### config.mk
export PLATFORM = sky130hd
export DESIGN_NAME = lcd_power_sequencer
export DESIGN_NICKNAME = d
export VERILOG_FILES = /design/src/rtl/lcd_video_pkg.sv /design/src/rtl/lcd_power_sequencer_frame_edge_counter.sv /design/src/rtl/lcd_power_sequencer.sv
export SDC_FILE = /design/constraint.sdc
export NUM_CORES = 1
export LEC_CHECK = 0
export CAP_MARGIN = 30
export CELL_PAD_IN_SITES_DETAIL_PLACEMENT = 2
export CELL_PAD_IN_SITES_GLOBAL_PLACEMENT = 2
export CORE_MARGIN = 4
export CORE_UTILIZATION = 36
export DETAILED_ROUTE_END_ITERATION = 12
export PLACE_DENSITY = 0.71
export SYNTH_ARGS = -nofsm -noshare
export SYNTH_HDL_FRONTEND = slang
export SYNTH_SLANG_ARGS = --single-unit
### constraint.sdc
create_clock -name disp_clk -period 3.3 [get_ports disp_clk]
set_clock_uncertainty 0.05 [all_clocks]
set_input_delay 0.33 -clock disp_clk [delete_from_list [all_inputs] [get_ports disp_clk]]
set_output_delay 0.33 -clock disp_clk [all_outputs]
set_load 0.02 [all_outputs]
### src/rtl/lcd_video_pkg.sv
// ---------------------------------------------------------------------------
// lcd_video_pkg
// Shared definitions for the LCD display path: the power sequencer state
// type and the default video timing constants used by video_position_sync.
// No ports (package).
// ---------------------------------------------------------------------------
package lcd_video_pkg;

    // Power sequencer states.
    typedef enum logic [2:0] {
        ST_OFF       = 3'd0,
        ST_PWR_UP    = 3'd1,
        ST_SYNC_WAIT = 3'd2,
        ST_ACTIVE    = 3'd3,
        ST_DRAIN     = 3'd4,
        ST_PWR_DOWN  = 3'd5
    } pwr_state_e;

    // Default raster totals of video_position_sync.
    localparam int unsigned H_TOTAL      = 800;
    localparam int unsigned V_TOTAL      = 525;
    localparam int unsigned FRAME_CYCLES = H_TOTAL * V_TOTAL;

    // Frame-gap timeout: 10/7 of a frame period (600000 cycles at the default
    // raster), enough slack that a healthy generator never trips it.
    localparam int unsigned TIMEOUT_CYCLES_DEFAULT = (FRAME_CYCLES * 10) / 7;

endpackage

### src/rtl/lcd_power_sequencer_frame_edge_counter.sv
// ---------------------------------------------------------------------------
// frame_edge_counter
// Detects the falling edge of v_blank (frame edge), counts frame edges and
// measures the gap in cycles since the last frame edge. Both counters
// saturate and are zeroed by i_clear.
// Ports:
//   i_clk, i_rst_n : clock, asynchronous active-low reset
//   i_v_blank      : v_blank from the sync generator
//   i_clear        : synchronous clear of frame count and gap counter
//   o_frames       : frame edges seen since the last clear
//   o_timeout      : gap counter has reached TIMEOUT_CYCLES
// ---------------------------------------------------------------------------
module frame_edge_counter
    import lcd_video_pkg::*;
#(
    parameter  int unsigned MAX_FRAMES     = 10,
    parameter  int unsigned TIMEOUT_CYCLES = TIMEOUT_CYCLES_DEFAULT,
    localparam int unsigned FRM_W          = $clog2(MAX_FRAMES + 1)
) (
    input  logic             i_clk,
    input  logic             i_rst_n,
    input  logic             i_v_blank,
    input  logic             i_clear,
    output logic [FRM_W-1:0] o_frames,
    output logic             o_timeout
);

    localparam int unsigned      GAP_W   = $clog2(TIMEOUT_CYCLES + 1);
    localparam logic [FRM_W-1:0] FRM_SAT = FRM_W'(MAX_FRAMES);
    localparam logic [GAP_W-1:0] GAP_SAT = GAP_W'(TIMEOUT_CYCLES);

    logic             r_v_blank_d;
    logic [FRM_W-1:0] r_frames;
    logic [GAP_W-1:0] r_gap;
    logic             w_fe;

    // Frame edge is the falling edge of v_blank.
    assign w_fe = r_v_blank_d & ~i_v_blank;

    always_ff @(posedge i_clk or negedge i_rst_n) begin
        if (!i_rst_n) begin
            r_v_blank_d <= 1'b0;
            r_frames    <= '0;
            r_gap       <= '0;
        end else begin
            r_v_blank_d <= i_v_blank;
            if (i_clear) begin
                r_frames <= '0;
                r_gap    <= '0;
            end else if (w_fe) begin
                r_gap <= '0;
                if (r_frames != FRM_SAT) begin
                    r_frames <= r_frames + FRM_W'(1);
                end
            end else if (r_gap != GAP_SAT) begin
                r_gap <= r_gap + GAP_W'(1);
            end
        end
    end

    assign o_frames  = r_frames;
    assign o_timeout = (r_gap == GAP_SAT);

endmodule

### src/rtl/lcd_power_sequencer.sv
// ---------------------------------------------------------------------------
// lcd_power_sequencer
// Orders LCD panel power, sync generator enable and backlight on power-up and
// power-down, using cycle delays around panel power and frame counts around
// the backlight. A stalled sync generator (no frame edge within
// TIMEOUT_CYCLES while frames are being counted) sets a sticky fault and
// forces an immediate power-down.
// Ports:
//   disp_clk     : pixel clock, the only clock
//   rst_n        : asynchronous active-low reset
//   power_req    : level request, 1 = display on
//   v_blank      : from the sync generator
//   sync_en      : sync generator enable
//   panel_pwr    : panel supply enable
//   backlight_en : backlight enable
//   ready        : high only while the display is fully on
//   fault        : sticky frame-timeout flag, cleared on the next power-up
// ---------------------------------------------------------------------------
module lcd_power_sequencer
    import lcd_video_pkg::*;
#(
    parameter int unsigned PWR_ON_CYCLES  = 2048,
    parameter int unsigned BL_ON_FRAMES   = 10,
    parameter int unsigned BL_OFF_FRAMES  = 2,
    parameter int unsigned PWR_OFF_CYCLES = 2048,
    parameter int unsigned TIMEOUT_CYCLES = TIMEOUT_CYCLES_DEFAULT
) (
    input  logic disp_clk,
    input  logic rst_n,
    input  logic power_req,
    input  logic v_blank,
    output logic sync_en,
    output logic panel_pwr,
    output logic backlight_en,
    output logic ready,
    output logic fault
);

    // One cycle counter serves both PWR_UP and PWR_DOWN, one frame counter
    // serves both SYNC_WAIT and DRAIN; each is sized for the larger limit.
    localparam int unsigned MAX_CYC = (PWR_ON_CYCLES > PWR_OFF_CYCLES) ? PWR_ON_CYCLES : PWR_OFF_CYCLES;
    localparam int unsigned MAX_FRM = (BL_ON_FRAMES > BL_OFF_FRAMES) ? BL_ON_FRAMES : BL_OFF_FRAMES;
    localparam int unsigned CYC_W   = $clog2(MAX_CYC + 1);
    localparam int unsigned FRM_W   = $clog2(MAX_FRM + 1);

    localparam logic [CYC_W-1:0] CYC_SAT = CYC_W'(MAX_CYC);
    localparam logic [CYC_W-1:0] CYC_ON  = CYC_W'(PWR_ON_CYCLES);
    localparam logic [CYC_W-1:0] CYC_OFF = CYC_W'(PWR_OFF_CYCLES);
    localparam logic [FRM_W-1:0] FRM_ON  = FRM_W'(BL_ON_FRAMES);
    localparam logic [FRM_W-1:0] FRM_OFF = FRM_W'(BL_OFF_FRAMES);

    pwr_state_e       r_state;
    logic [CYC_W-1:0] r_cyc;
    logic             r_sync_en;
    logic             r_panel_pwr;
    logic             r_backlight_en;
    logic             r_ready;
    logic             r_fault;

    logic [CYC_W-1:0] w_cyc_inc;
    logic             w_cyc_on_done;
    logic             w_cyc_off_done;
    logic [FRM_W-1:0] w_frames;
    logic [FRM_W-1:0] w_frm_target;
    logic             w_frm_done;
    logic             w_timeout;
    logic             w_counting;
    logic             w_leave;
    logic             w_fec_clear;

    // The count is compared after the increment, so the transition edge is
    // exactly PWR_ON/PWR_OFF cycles after the edge that entered the state.
    assign w_cyc_inc      = (r_cyc == CYC_SAT) ? r_cyc : r_cyc + CYC_W'(1);
    assign w_cyc_on_done  = (w_cyc_inc >= CYC_ON);
    assign w_cyc_off_done = (w_cyc_inc >= CYC_OFF);

    assign w_frm_target = (r_state == ST_SYNC_WAIT) ? FRM_ON : FRM_OFF;
    assign w_frm_done   = (w_frames >= w_frm_target);

    // The frame counter is held clear outside the frame-counting states and
    // cleared on the edge that leaves one, so every entry starts from zero.
    assign w_counting  = (r_state == ST_SYNC_WAIT) || (r_state == ST_DRAIN);
    assign w_leave     = w_timeout || w_frm_done || ((r_state == ST_SYNC_WAIT) && !power_req);
    assign w_fec_clear = !w_counting || w_leave;

    frame_edge_counter #(
        .MAX_FRAMES     (MAX_FRM),
        .TIMEOUT_CYCLES (TIMEOUT_CYCLES)
    ) u_frame_edge_counter (
        .i_clk     (disp_clk),
        .i_rst_n   (rst_n),
        .i_v_blank (v_blank),
        .i_clear   (w_fec_clear),
        .o_frames  (w_frames),
        .o_timeout (w_timeout)
    );

    always_ff @(posedge disp_clk or negedge rst_n) begin
        if (!rst_n) begin
            r_state        <= ST_OFF;
            r_cyc          <= '0;
            r_sync_en      <= 1'b0;
            r_panel_pwr    <= 1'b0;
            r_backlight_en <= 1'b0;
            r_ready        <= 1'b0;
            r_fault        <= 1'b0;
        end else begin
            case (r_state)
                ST_OFF: begin
                    if (power_req) begin
                        r_state     <= ST_PWR_UP;
                        r_cyc       <= '0;
                        r_panel_pwr <= 1'b1;
                        r_fault     <= 1'b0;
                    end
                end
                ST_PWR_UP: begin
                    if (!power_req) begin
                        r_state <= ST_PWR_DOWN;
                        r_cyc   <= '0;
                    end else if (w_cyc_on_done) begin
                        r_state   <= ST_SYNC_WAIT;
                        r_cyc     <= '0;
                        r_sync_en <= 1'b1;
                    end else begin
                        r_cyc <= w_cyc_inc;
                    end
                end
                ST_SYNC_WAIT: begin
                    // Timeout wins over both the request drop and the final
                    // frame; a request drop wins over the final frame.
                    if (w_timeout) begin
                        r_state        <= ST_PWR_DOWN;
                        r_cyc          <= '0;
                        r_fault        <= 1'b1;
                        r_sync_en      <= 1'b0;
                        r_backlight_en <= 1'b0;
                        r_ready        <= 1'b0;
                    end else if (!power_req) begin
                        r_state <= ST_DRAIN;
                    end else if (w_frm_done) begin
                        r_state        <= ST_ACTIVE;
                        r_backlight_en <= 1'b1;
                        r_ready        <= 1'b1;
                    end
                end
                ST_ACTIVE: begin
                    if (!power_req) begin
                        r_state        <= ST_DRAIN;
                        r_backlight_en <= 1'b0;
                        r_ready        <= 1'b0;
                    end
                end
                ST_DRAIN: begin
                    if (w_timeout) begin
                        r_state        <= ST_PWR_DOWN;
                        r_cyc          <= '0;
                        r_fault        <= 1'b1;
                        r_sync_en      <= 1'b0;
                        r_backlight_en <= 1'b0;
                        r_ready        <= 1'b0;
                    end else if (w_frm_done) begin
                        r_state   <= ST_PWR_DOWN;
                        r_cyc     <= '0;
                        r_sync_en <= 1'b0;
                    end
                end
                ST_PWR_DOWN: begin
                    if (w_cyc_off_done) begin
                        r_state     <= ST_OFF;
                        r_cyc       <= '0;
                        r_panel_pwr <= 1'b0;
                    end else begin
                        r_cyc <= w_cyc_inc;
                    end
                end
                default: begin
                    r_state        <= ST_OFF;
                    r_cyc          <= '0;
                    r_sync_en      <= 1'b0;
                    r_panel_pwr    <= 1'b0;
                    r_backlight_en <= 1'b0;
                    r_ready        <= 1'b0;
                end
            endcase
        end
    end

    assign sync_en      = r_sync_en;
    assign panel_pwr    = r_panel_pwr;
    assign backlight_en = r_backlight_en;
    assign ready        = r_ready;
    assign fault        = r_fault;

endmodule

# After elaboration in Yosys (flattened, before gate mapping)
# Cells that the tools add are included.
# totals
register_bits	44
output_inout_bits	5
word_cells	108
# op_classes
addsub	3
n_lt_le_gt_ge	2
eq_ne	22
n_mux	43
n_bitwise	6
n_reduce_logical	23
# ops
op	count
$mux W12	7
$pmux W12 S6	1
$mux W20	3
$mux W3	10
$add A20 B1 Y20 const B	1
$eq A20 B20 Y1 const B	1
$ne A20 B20 Y1 const B	1
$pmux W3 S6	1
$mux W4	4
$ne A2 B2 Y1 const B	7
$mux W1	13
$add A12 B1 Y12 const B	1
$eq A12 B12 Y1 const B	1
$ge A12 B12 Y1 const B	1
$ne A3 B3 Y1 const B	4
$reduce_and A5 Y1	2
$ne A4 B4 Y1 const B	2
$pmux W1 S4	2
$eq A3 B2 Y1 const B	2
$eq A3 B3 Y1 const B	2
$reduce_and A3 Y1	2
$reduce_and A6 Y1	1
$reduce_bool A2 Y1	3
$reduce_or A3 Y1	2
17 further kinds	25

# Logic depth before layout (Yosys ltp)
# logic_depth
word_depth	8
depth_mapped	10
depth_no_buf	9

# Cells and area by module
# Synthesis repeated with hierarchy kept, for this count alone.
# unflattened
hier_cells	281
hier_area_um2	2573.7
# modules_own_cells
module	n_inst	cells_per_inst	area_each_um2
frame_edge_counter	1	141	1335.0
lcd_power_sequencer	1	140	1238.7

# Worst setup path before layout
# Ideal clock, no wire load.
# synth_path
path_type	reg2reg
from	register r_state[0]
to	register r_cyc[8]
setup_time_ns	0.126
arrival_time_ns	2.055
slack_ns	1.069
path_stages_with_launch	11
n_path_buf	2
synth_period_minus_slack_ns	2.231
cell_sequence	dfrtp_1 -> clkbuf_1 -> inv_1 -> nand2_1 -> ha_1 -> o31a_1 -> nor2_1 -> o2111a_1 -> a211o_1 -> buf_6 -> a221o_1
# synth_via
elab_chain_cells	5
# synth_rtl
element	line_no	source
start, declared	lcd_power_sequencer.sv:52	pwr_state_e r_state;
start signal, assigned	lcd_power_sequencer.sv:100	r_state <= ST_OFF;
start signal, assigned	lcd_power_sequencer.sv:111	r_state <= ST_PWR_UP;
start signal, assigned	lcd_power_sequencer.sv:119	r_state <= ST_PWR_DOWN;
$eq A3 B2 Y1	lcd_power_sequencer.sv:77, lcd_power_sequencer.sv:108	
$mux W4	lcd_power_sequencer.sv:77	assign w_frm_target = (r_state == ST_SYNC_WAIT) ? FRM_ON : FRM_OFF;
$ge A4 B4 Y1	lcd_power_sequencer.sv:78	assign w_frm_done = (w_frames >= w_frm_target);
$ne A3 B3 Y1 (no source line)	--	
$reduce_and A4 Y1 (no source line)	--	
end signal, assigned	lcd_power_sequencer.sv:126	r_cyc <= w_cyc_inc;
end signal, assigned	lcd_power_sequencer.sv:174	r_cyc <= w_cyc_inc;
end, declared	lcd_power_sequencer.sv:53	logic [CYC_W-1:0] r_cyc;
# Parallel ways exist; a longest one is shown, timed or not.
# A chain may end at the register's enable or synchronous reset.

# Final worst setup path
# layout_path
from	register r_state[0]
to	register u_frame_edge_counter.r_gap[15]
# layout_via
elab_chain_cells	7
# layout_rtl
element	line_no	source
$eq A3 B2 Y1	lcd_power_sequencer.sv:77, lcd_power_sequencer.sv:82, lcd_power_sequencer.sv:83	
$mux W4	lcd_power_sequencer.sv:77	
$ge A4 B4 Y1	lcd_power_sequencer.sv:78	
$logic_or A1 B1 Y1 (2 in series)	lcd_power_sequencer.sv:83	assign w_leave = w_timeout || w_frm_done || ((r_state == ST_SYNC_WAIT) && !power_req);
$logic_or A1 B1 Y1 (*)	lcd_power_sequencer.sv:84	assign w_fec_clear = !w_counting || w_leave;
$reduce_bool A3 Y1 (no source line) or $mux W20 (tied branches)	--	
end signal, assigned	lcd_power_sequencer_frame_edge_counter.sv:56	r_gap <= r_gap + GAP_W'(1);
end, declared	lcd_power_sequencer_frame_edge_counter.sv:34	logic [GAP_W-1:0] r_gap;
# Mark *: on every way between the ends. The rest lies on a longest branch, timed or not.

==> results.py <==
metrics = {
    "worst_setup_path": {
        "rr_endpoint": "u_frame_edge_counter.r_gap[15]",
        "ff2ff_path_depth": 8,
        "cp_data_arrival_time_ns": 2.72,
        "slowest_delay_ns": 0.65,
        "reg2reg_slack_ns": 0.76,
        "end_kind": "flop",
        "r2r_start": "r_state[0]",
        "path_class": "reg -> reg",
        "cpMostUsedCell": "nor2_1",
        "crit_family": "simple AND/OR/NAND/NOR gates",
        "cp-start-kind": "flop",
        "crit_buf_inv": 1,
        "path_max_fanout": 20,
        "crit_required_ns": 3.47,
        "path_cells": "inv_1 > nand2_1 > ha_1 > o31a_1 > nor2_1 > o211ai_1 > or2_2 > nor2_1",
        "crit_path_top_delay_cell": "dfrtp_1",
    },
    "sta": {
        "timing.hold.ws_ns": 0.447,
        "max_freq_ghz": 0.393,
        "final-hold-violation-count": 0,
        "slew_headroom_pct": 66.5,
        "worst_slack_ns": 0.756,
        "tightest_slew_ns": 0.497,
        "slew_violations": 0,
        "rsz0062_at_grt": "no",
        "fin_crit_ns": 2.54,
        "fin_crit_sh_pct": 77.1,
        "setup_viol": 0,
        "finalSetupTns_ns": 0,
    },
    "routing": {
        "viasPerCell": 5.44,
        "drc": 0,
        "vias": 1949,
        "drtPass1Iterations": 4,
        "wl_per_cell_microns": 16.6,
        "wl_microns": 5930,
        "ant_nets": 0,
        "drt_iter0_drc": 32,
    },
    "synthesis": {
        "synth_edf_count": 0,
        "ys.flop_type": "dfrtp_1",
        "synth_top_family_by_area": "simple AND/OR/NAND/NOR gates",
        "synthArstFlopShare_pct": 100,
        "synthAdderAreaFrac_pct": 3.52,
        "yosysWarningCount": 0,
        "synth_compound_area_share_pct": 13.2,
        "synthXorXnorAreaFrac_pct": 8.10,
        "synth_area_per_cell_sq_um": 9.35,
        "synth-simple-area-share_pct": 25.5,
        "synthesis.nets": 277,
        "ys_seq_area_share_pct": 44.3,
        "syn_area_sq_mm": 0.00249,
        "synth_seq_cells": 44,
        "synthMuxAreaShare_pct": 1.31,
        "synthCells": 266,
        "ys_types": 49,
    },
    "run_status": {
        "outcome": "finished clean",
    },
    "placed_design": {
        "pre_cts_ws_ns": 0.741,
        "io_buffer_count": 8,
        "globalplace.congestion": 0.695,
        "dp_hpwl_microns": 4340,
    },
    "clocking": {
        "path_clk_slew_ns": 0.09,
        "postCtsSetupBuffers": 0,
        "htreeDepth": 2,
        "root_buffer": "clkbuf_8",
        "cts_resized": 0,
        "cts_tree": "done",
        "clk_latency_ns": 0.30,
        "clockBufferDepth": 2,
        "numClockSinks": 44,
        "cts_made_buffers": 5,
    },
    "floorplanning": {
        "fp.dieH_microns": 91.1,
        "start_util_pct": 36.8,
        "coreArea_sq_mm": 0.00676,
        "rows": 30,
        "ios": 9,
        "die_w_microns": 91.1,
        "die-area_sq_mm": 0.00830,
    },
    "cells_and_area": {
        "diodes": 0,
        "fin_util_pct": 41.0,
        "fillers": 752,
        "area_growth_pct": 11.5,
        "nets": 288,
        "drive_above_1_share_pct": 8.27,
    },
    "grt": {
        "antenna_found_initial": 0,
        "grt_usage_pct": 15.6,
        "grt_pass1_vias": 2135,
        "grt_pass1_wl_microns": 10700,
        "grt-ovfl-total": 0,
        "grt_max_degree": 30,
    },
    "flow_run": {
        "cap_violations": 0,
    },
    "power": {
        "irDropWorstVdd_mv": 0.306,
        "leakagePower_nw": 1.18,
        "power_density_mw_per_mm2": 545,
        "p_total_mw": 1.51,
    },
    "hold_path": {
        "min-delay-path-class": "in -> async",
    },
}
cell usage in the layout, fill, tap and decap left out, drive strengths merged, types with 3 or more instances in the layout:
cell,netlist,final
a21o,3,3
nand2,20,20
nor4,7,7
o21ai,6,6
nor3b,4,4
nand2b,6,6
dfrtp,44,44
xor2,5,5
a21oi,12,12
xnor2,18,18
or2,4,4
inv,16,16
and3,7,7
o31a,3,3
a22o,4,4
nand3,8,8
clkdlybuf4s50,0,7
nand4,5,5
nor3,11,11
clkbuf,6,6
nor2,38,38
buf,2,4
ha,7,7
a221o,4,4
cell usage after synthesis, drive strengths merged, types with 4 or more instances:
| library cell | number | share of area (%) |
|---|---|---|
| a21oi | 12 | 2.4 |
| a221o | 4 | 1.6 |
| a22o | 4 | 1.4 |
| and3 | 7 | 1.8 |
| clkbuf | 6 | 0.91 |
| dfrtp | 44 | 44 |
| ha | 7 | 3.5 |
| inv | 16 | 2.4 |
| nand2 | 20 | 3.0 |
| nand2b | 6 | 1.5 |
| nand3 | 8 | 1.8 |
| nand4 | 5 | 1.5 |
| nor2 | 38 | 5.7 |
| nor3 | 11 | 2.2 |
| nor3b | 4 | 1.2 |
| nor4 | 7 | 2.9 |
| o21ai | 6 | 1.2 |
| or2 | 4 | 1.0 |
| xnor2 | 18 | 6.3 |
| xor2 | 5 | 1.8 |
registers in the layout (all words and copies together), names as in the netlist, 3 cells and up:
register	flops
r_cyc	12
r_state	3
u_frame_edge_counter.o_frames	4
u_frame_edge_counter.r_gap	20
worst max path at each step:
| stage | depth (start not counted) | end | slack (ns) | start |
|---|---|---|---|---|
| final | 8 | u_frame_edge_counter.r_gap[15] | 0.76 | r_state[0] |
| after global routing | 8 | u_frame_edge_counter.r_gap[6] | 0.56 | r_state[0] |
| after CTS | 8 | u_frame_edge_counter.r_gap[15] | 0.72 | r_state[2] |
| after detailed placement | 8 | u_frame_edge_counter.r_gap[15] | 0.74 | r_state[2] |
| after global placement | 8 | u_frame_edge_counter.r_gap[2] | 0.78 | r_state[2] |
| after floorplan | 10 | r_cyc[8] | 1.07 | r_state[0] |
metal layers:
| layer | up-vias | part of all wire, % | global-route usage, % | routed length [microns] |
|---|---|---|---|---|
| met2 | 14 | 48 | 26.4 | 2880 |
| met5 | - | 0 | 0 | 0 |
| met4 | 0 | 1.1 | 3.77 | 65 |
| met3 | 6 | 1.8 | 2.82 | 107 |
| met1 | 985 | 49 | 20.6 | 2880 |
| li1 | 944 | - | - | - |
per-stage QoR:
| step | area, sq um | instances |
|---|---|---|
| after floorplan | 2490 | 266 |
| after global placement | 2640 | 348 |
| after detailed placement | 2660 | 349 |
| after CTS | 2770 | 358 |
| after global routing | 2770 | 358 |
| final | 2770 | 358 |
logic make-up (layout without fill, tap and decap cells):
logic type / count (synthesis) / in the layout
simple gates: 119 / 119
compound gates: 46 / 46
flops: 44 / 44
buf+inv: 24 / 36
xor+xnor: 23 / 23
fa+ha+maj: 7 / 7
mux: 3 / 3
where the power goes:
part,internal [mW],switching [mW],leakage (nW)
Combinational,0.163,0.252,0.536
Sequential,0.598,0.0848,0.591
Clock,0.225,0.188,0.0552
Total,0.986,0.524,1.18
layout make-up:
| class | instances | area (sq um) | area share [%] |
|---|---|---|---|
| Multi-Input combinational cell | 198 | 1280 | 46.3 |
| Sequential cell | 44 | 1100 | 39.7 |
| Timing Repair Buffer | 12 | 120 | 4.33 |
| Tap cell | 80 | 100 | 3.61 |
| Clock buffer | 6 | 72.6 | 2.62 |
| Inverter | 16 | 60.1 | 2.17 |
| Clock inverter | 2 | 35.0 | 1.26 |
repair_timing:
action / 4_1_cts / 5_1_grt
setup endpoints to repair: 0 / 0
hold buffers: 1 / 0
hold endpoints to repair: 15 / 0
Power figures use the tool's default switching activity.
